### src/rtl/neg_abs_pipe.sv
// neg_abs_pipe -- pipelined two's-complement sign unit.
//
// Per accepted sample the unit passes, negates, takes the absolute value of,
// or takes the negative absolute value of in_a, selected by in_mode:
//   00 pass, 01 -a, 10 |a|, 11 -|a|
// The result is computed in stage 0. Stages 1..STAGES-1 only delay it. Each
// stage has its own valid bit and a valid/ready handshake, so backpressure
// from out_ready stalls the pipe without losing or duplicating samples.
//
// Optional feature (compile-time macro NEG_ABS_SATURATE_EN):
//   defined   -> an overflowing result is clamped to MIN-1 (largest positive)
//   undefined -> the wrapped result (MIN) is delivered
//   out_ovf and ovf_cnt behave identically in both builds.
//
// Parameters:
//   WIDTH   data width (>= 2)
//   STAGES  pipeline register stages (>= 1)
//   CNT_W   overflow counter width
//
// Ports:
//   clk        rising-edge clock
//   rst_n      synchronous reset, active low
//   in_valid   input sample valid
//   in_ready   unit accepts a sample this cycle
//   in_mode    operation select
//   in_a       signed operand
//   out_valid  output sample valid
//   out_ready  downstream accepts the sample
//   out_z      signed result
//   out_ovf    result overflowed (qualified by out_valid)
//   ovf_cnt    saturating count of delivered overflow samples
//   ovf_clr    synchronous clear of ovf_cnt (wins over increment)
module neg_abs_pipe #(
  parameter int WIDTH  = 32,
  parameter int STAGES = 2,
  parameter int CNT_W  = 16
) (
  input  logic             clk,
  input  logic             rst_n,
  input  logic             in_valid,
  output logic             in_ready,
  input  logic [1:0]       in_mode,
  input  logic [WIDTH-1:0] in_a,
  output logic             out_valid,
  input  logic             out_ready,
  output logic [WIDTH-1:0] out_z,
  output logic             out_ovf,
  output logic [CNT_W-1:0] ovf_cnt,
  input  logic             ovf_clr
);

  localparam logic [WIDTH-1:0] MIN_V   = {1'b1, {(WIDTH-1){1'b0}}};
  localparam logic [WIDTH-1:0] ONE_V   = {{(WIDTH-1){1'b0}}, 1'b1};
  localparam logic [CNT_W-1:0] CNT_MAX = '1;
  localparam logic [CNT_W-1:0] CNT_ONE = {{(CNT_W-1){1'b0}}, 1'b1};

  // Per-stage state
  logic [STAGES-1:0] vld;
  logic [STAGES-1:0] rdy;
  logic [WIDTH-1:0]  dat [STAGES];
  logic              ovq [STAGES];

  // Stage 0 arithmetic
  logic [WIDTH-1:0] neg_a;
  logic             is_min;
  logic             is_neg;
  logic             is_pos;
  logic [WIDTH-1:0] c_z;
  logic             c_ovf;

  always_comb begin
    neg_a  = ~in_a + ONE_V;
    is_min = (in_a == MIN_V);
    is_neg = in_a[WIDTH-1];
    is_pos = !in_a[WIDTH-1] && (in_a != '0);
    c_z    = in_a;
    c_ovf  = 1'b0;
    case (in_mode)
      2'b00: begin
        c_z   = in_a;
        c_ovf = 1'b0;
      end
      2'b01: begin
        c_z   = neg_a;
        c_ovf = is_min;
      end
      2'b10: begin
        c_z   = is_neg ? neg_a : in_a;
        c_ovf = is_min;
      end
      default: begin
        c_z   = is_pos ? neg_a : in_a;
        c_ovf = 1'b0;
      end
    endcase
`ifdef NEG_ABS_SATURATE_EN
    if (c_ovf) begin
      c_z = ~MIN_V;
    end
`else
`endif
  end

  // ready_i = !valid_i | ready_{i+1}, unrolled so each stage's ready depends
  // only on valid bits and out_ready (no self-referencing vector).
  always_comb begin
    rdy = '0;
    for (int unsigned i = 0; i < STAGES; i++) begin
      rdy[i] = out_ready;
      for (int unsigned j = i; j < STAGES; j++) begin
        if (!vld[j]) begin
          rdy[i] = 1'b1;
        end
      end
    end
  end

  // Data only moves with a valid sample, so outputs keep their last value
  // through bubbles.
  always_ff @(posedge clk) begin
    if (!rst_n) begin
      vld <= '0;
      for (int unsigned i = 0; i < STAGES; i++) begin
        dat[i] <= '0;
        ovq[i] <= 1'b0;
      end
    end else begin
      if (rdy[0]) begin
        vld[0] <= in_valid;
        if (in_valid) begin
          dat[0] <= c_z;
          ovq[0] <= c_ovf;
        end
      end
      for (int unsigned i = 1; i < STAGES; i++) begin
        if (rdy[i]) begin
          vld[i] <= vld[i-1];
          if (vld[i-1]) begin
            dat[i] <= dat[i-1];
            ovq[i] <= ovq[i-1];
          end
        end
      end
    end
  end

  always_ff @(posedge clk) begin
    if (!rst_n) begin
      ovf_cnt <= '0;
    end else if (ovf_clr) begin
      ovf_cnt <= '0;
    end else if (out_valid && out_ready && out_ovf && (ovf_cnt != CNT_MAX)) begin
      ovf_cnt <= ovf_cnt + CNT_ONE;
    end
  end

  assign in_ready  = rdy[0];
  assign out_valid = vld[STAGES-1];
  assign out_z     = dat[STAGES-1];
  assign out_ovf   = ovq[STAGES-1];

endmodule

### config.mk
export PLATFORM = sky130hd
export DESIGN_NAME = neg_abs_pipe
export DESIGN_NICKNAME = d
export VERILOG_FILES = /design/src/rtl/neg_abs_pipe.sv
export SDC_FILE = /design/constraint.sdc
export NUM_CORES = 1
export LEC_CHECK = 0
export ABC_AREA = 1
export CAP_MARGIN = 0
export CORE_ASPECT_RATIO = 0.7
export CORE_UTILIZATION = 29
export CTS_CLUSTER_DIAMETER = 200
export DETAILED_ROUTE_END_ITERATION = 8
export GPL_TIMING_DRIVEN = 0
export HOLD_SLACK_MARGIN = 0.02
export SETUP_SLACK_MARGIN = 0.1
export SYNTH_ARGS = -nofsm -noshare
export SYNTH_HDL_FRONTEND = slang
export SYNTH_SLANG_ARGS = --single-unit
### constraint.sdc
create_clock -name clk -period 4.7 [get_ports clk]
set_clock_uncertainty 0.15 [all_clocks]
set_input_delay 0.47 -clock clk [delete_from_list [all_inputs] [get_ports clk]]
set_output_delay 0.47 -clock clk [all_outputs]
set_load 0.01 [all_outputs]
# Word-level counts from Yosys, hierarchy flattened
# Memories as Yosys holds them, arrays and structs flattened.
# Cells that the tools add are included.
# classes
add_sub_neg	2
n_eq_ne	4
n_mux	20
bitwise	6
reduce_logical	9
# op_table
operator	count
32-bit 2-to-1 mux	4
32-bit one-hot mux with 3 select lines	1
32-bit by 1-bit adder with 32-bit output, second input constant	1
32-bit == test, second input constant	1
32-bit NOT	1
32-bit nonzero test	1
16-bit by 1-bit adder with 16-bit output, second input constant	1
16-bit != test, second input constant	1
1-bit 2-to-1 mux	15
1-bit logical AND	4
1-bit OR	4
2-bit OR reduction	2
2-bit by 1-bit == test with 1-bit output, second input constant	1
2-bit == test, second input constant	1
2-bit logical NOT	1
1-bit logical NOT	1
1-bit NOT	1
# totals
register_bits	18
ram_bits	66
input_bits	39
out_inout_bits	51
elab_cells	46
n_memories	2
# mem_list
memory	depth	width	read_ports	rd_ports_with_merged_regs	wr	line	text
dat	2	32	2	0	2	60	logic [WIDTH-1:0] dat [STAGES];
ovq	2	1	2	0	2	61	logic ovq [STAGES];

# Depth between registers and ports, before layout
# depth
ltp_word	6
mapped_depth	12
ltp_nobuf	11

# Least setup slack after synthesis
# Ideal clock, no wire load.
# synth_path
path_type	in2reg
startpoint	input in_a[1]
endpoint	memory dat[0][31], data pin
arrival_ps	1894
required_time_ps	4403
setup_slack_ps	2509
path_stages	9
path_cell_list	nor2_1 > nand2_1 > nor2_1 > nand4_1 > nor4_1 > ha_1 > o211ai_1 > nand2_1 > a21oi_1
# synth_lines
item	line	text
start, declared	43	input logic [WIDTH-1:0] in_a,
end, declared	60	

==> out/summary.txt <==
CP Data Required Time: 4660 ps
Top Metal Used: met4
initial antenna violation count: 0
H-Tree Depth: 3
# clock sinks: 84
syn nets: 829
Ys Warns: 0
Routed WL per cell: 14.9 um
hold path start: vld[0]$_SDFFE_PN0N_
total power: 1960 uW
ANT nets after route: 0
worst hold-check path type: reg -> reg
first-pass GRT wire length: 26.3 mm
Leak: 0.00286 uW
via count: 5396
area grow syn2layout: 26.9%
critical path class: in -> reg
CP Data Arrival Time: 3050 ps
Slew headroom: 44.7%
most common library cell in the layout ignoring fill and taps: nand2_1
IR drop worst, VDD: 0.186 mV
Clock Path Buffers: 2
clock-pin slew on the worst setup and hold paths: 70 ps
fin crit share: 65.9%
DP HPWL: 12.7 mm
most frequent cells in the layout: nand2_1 (225), nor2_1 (106), inv_1 (95)
biggest fanout along the worst timing path: 10
Post-CTS Hold Buffers: 0
DR vias/cell: 4.78
Routed WL: 16.9 mm
number of hold violations in the final report: 0
number of global-route vias before repair: 4743
layout cells sized above 1: 7.77%
met3 WL: 1.35 mm
Iter 0 DRT Violations: 699
largest net degree at the start of global routing: 34
root buf cell: clkbuf_16
share of flip-flops with an asynchronous set or reset: 0%
switching fraction of total power: 29.4%
FMAX: 323 MHz
Initial DRT Pass Iterations: 6
reg2reg setup slack: 2180 ps
post-synthesis cell type count: 33
Worst setup EP type: flop
Die X: 168 um
Remaining Overflow, GRT: 0
Reg power frac: 44.4%
DIE AREA: 19800 um2
fin nets: 929
Avg Cell Area, Syn: 7.12 um2
reg2reg path depth: 7
# IOs: 90
clock power share: 37.6%
post-route non-filler standard cell count: 1130
cell internal pwr: 1380 uW
Hold Path Depth: 2
hold path endpoint: vld[1]$_SDFFE_PN0N_
reg-to-reg endpoint: dat[0][18]$_SDFFCE_PN0P_
Post-synth EDFFs: 66
Worst path max stage delay: 510 ps
fin. max-slew vios: 0
Remaining DRCs: 0
die extent in y: 118 um
fin crit period: 3100 ps
FP Rows: 42
routability cong.: 0.955
Max Cap Viol: 0
Placed Cells: 1114
total net switching power: 576 uW
PD cells: 277 nW/um2
CTS buffer count: 9
Final setup viols: 0
Seq/Total Area, Yosys: 42.0%
Worst Setup Start Kind: primary input
core area: 18900 um2
Initial Util: 29.6%
met2 wire len: 6.76 mm
RSZ-0062 raised after global routing: false
Combinational Power Share: 18.0%
GRT Total Usage: 17.6%
CP dominant cell by count: nand2_2
Yosys reg bits: 84
Cells after Synth: 783
Primary FF master, synth: edfxtp_1
post_cts resized: 0
Critical Path, Cell by Cell: clkdlybuf4s50_1 -> inv_1 -> ha_1 -> nand2_2 -> nor2_4 -> nand2_2 -> o21ai_4 -> inv_2 -> buf_6 -> nand2_1 -> nand3_1 -> a21oi_1
setup TNS: 0 ps
setup bufs post-CTS: 0
TritonCTS clock tree: done
Slew @ Worst Pin: 826 ps
CP max-delay cell: clkdlybuf4s50_1
wl on met1: 8.48 mm
outcome: completed
Port Buffers: 89
origin of the critical flop-to-flop path: vld[1]$_SDFFE_PN0N_
mapped cell area: 5580 um2
worst skew pair latency: 350 ps
# diodes: 0
cell usage after synthesis, types with 7 or more instances:
master / count / area (um2)
ha_1: 7 / 87.6
a21oi_1: 53 / 265
edfxtp_1: 66 / 1980
nor3_1: 10 / 50.1
o22ai_1: 8 / 50.1
nand3_1: 55 / 275
nor2_1: 106 / 398
buf_4: 32 / 240
clkbuf_1: 13 / 48.8
dfxtp_1: 18 / 360
nand2_1: 227 / 852
xor2_1: 16 / 140
nand4_1: 9 / 56.3
o21ai_0: 26 / 130
inv_1: 95 / 357
layer usage:
metal,vias to the layer above,global-route usage [%]
li1,2686,-
met1,2441,26.7
met2,244,24.1
met3,25,3.90
met4,0,5.68
met5,-,0
how the worst max path moves through the flow:
stage | endpoint | slack (ps) | startpoint
floorplan | dat[0][31]$_SDFFCE_PN0P_ | 2510 | in_a[1]
global placement | dat[0][26]$_SDFFCE_PN0P_ | 1320 | in_a[1]
detailed placement | dat[0][26]$_SDFFCE_PN0P_ | 1330 | in_a[1]
CTS | dat[0][26]$_SDFFCE_PN0P_ | 1690 | in_a[1]
global route | dat[0][26]$_SDFFCE_PN0P_ | 1470 | in_a[1]
finish | dat[0][25]$_SDFFCE_PN0P_ | 1600 | in_a[1]
worst max-delay path, delay by kind of cell:
family                     cells  cell delay [ps]
buffers and inverters          4             1030
AOI/OAI and AO/OA              2              680
and+or+nand+nor                5              620
adders and majority gates      1              250
power groups by stage:
stage	combinational, uW	sequential, uW	clock [uW]
after floorplan	196	884	0
after global placement	342	887	0
after detailed placement	347	887	0
after CTS	348	870	747
after global routing	386	874	784
final	353	870	736
registers in the layout, indices dropped and copies added (netlist names):
register / count
vld: 2
dat: 64
ovf_cnt: 16
ovq: 2
stage by stage:
stage | setup slack [ps] | instance area [um2] | util, % | hold WS [ps]
after detailed placement | 1330 | 6770 | 35.9 | 304
after global placement | 1320 | 6770 | 35.9 | 306
after CTS | 1690 | 7080 | 37.5 | 325
final | 1600 | 7080 | 37.5 | 328
after floorplan | 2510 | 5580 | - | 294
after global routing | 1470 | 7080 | 37.5 | 358
cells by family (layout without fill, tap and decap cells):
family | after synthesis | count (layout) | share of synthesized area (%)
AO/OA/AOI/OAI | 95 | 95 | 9.29
flip-flops | 84 | 84 | 42.0
AND/OR/NAND/NOR | 422 | 422 | 31.0
buffers and inverters | 155 | 260 | 13.0
adder cells (fa/ha/maj) | 7 | 7 | 1.57
XOR/XNOR | 20 | 20 | 3.14
layout make-up:
type,instances,area (um2)
buffer,57,355
clock buffer,9,225
clock inverter,7,76.3
fill,1988,11800
inverter,98,368
multi-input combinational,544,2520
sequential,84,2340
tap,242,303
timing repair buffer,89,891
Power figures use the tool's default switching activity.
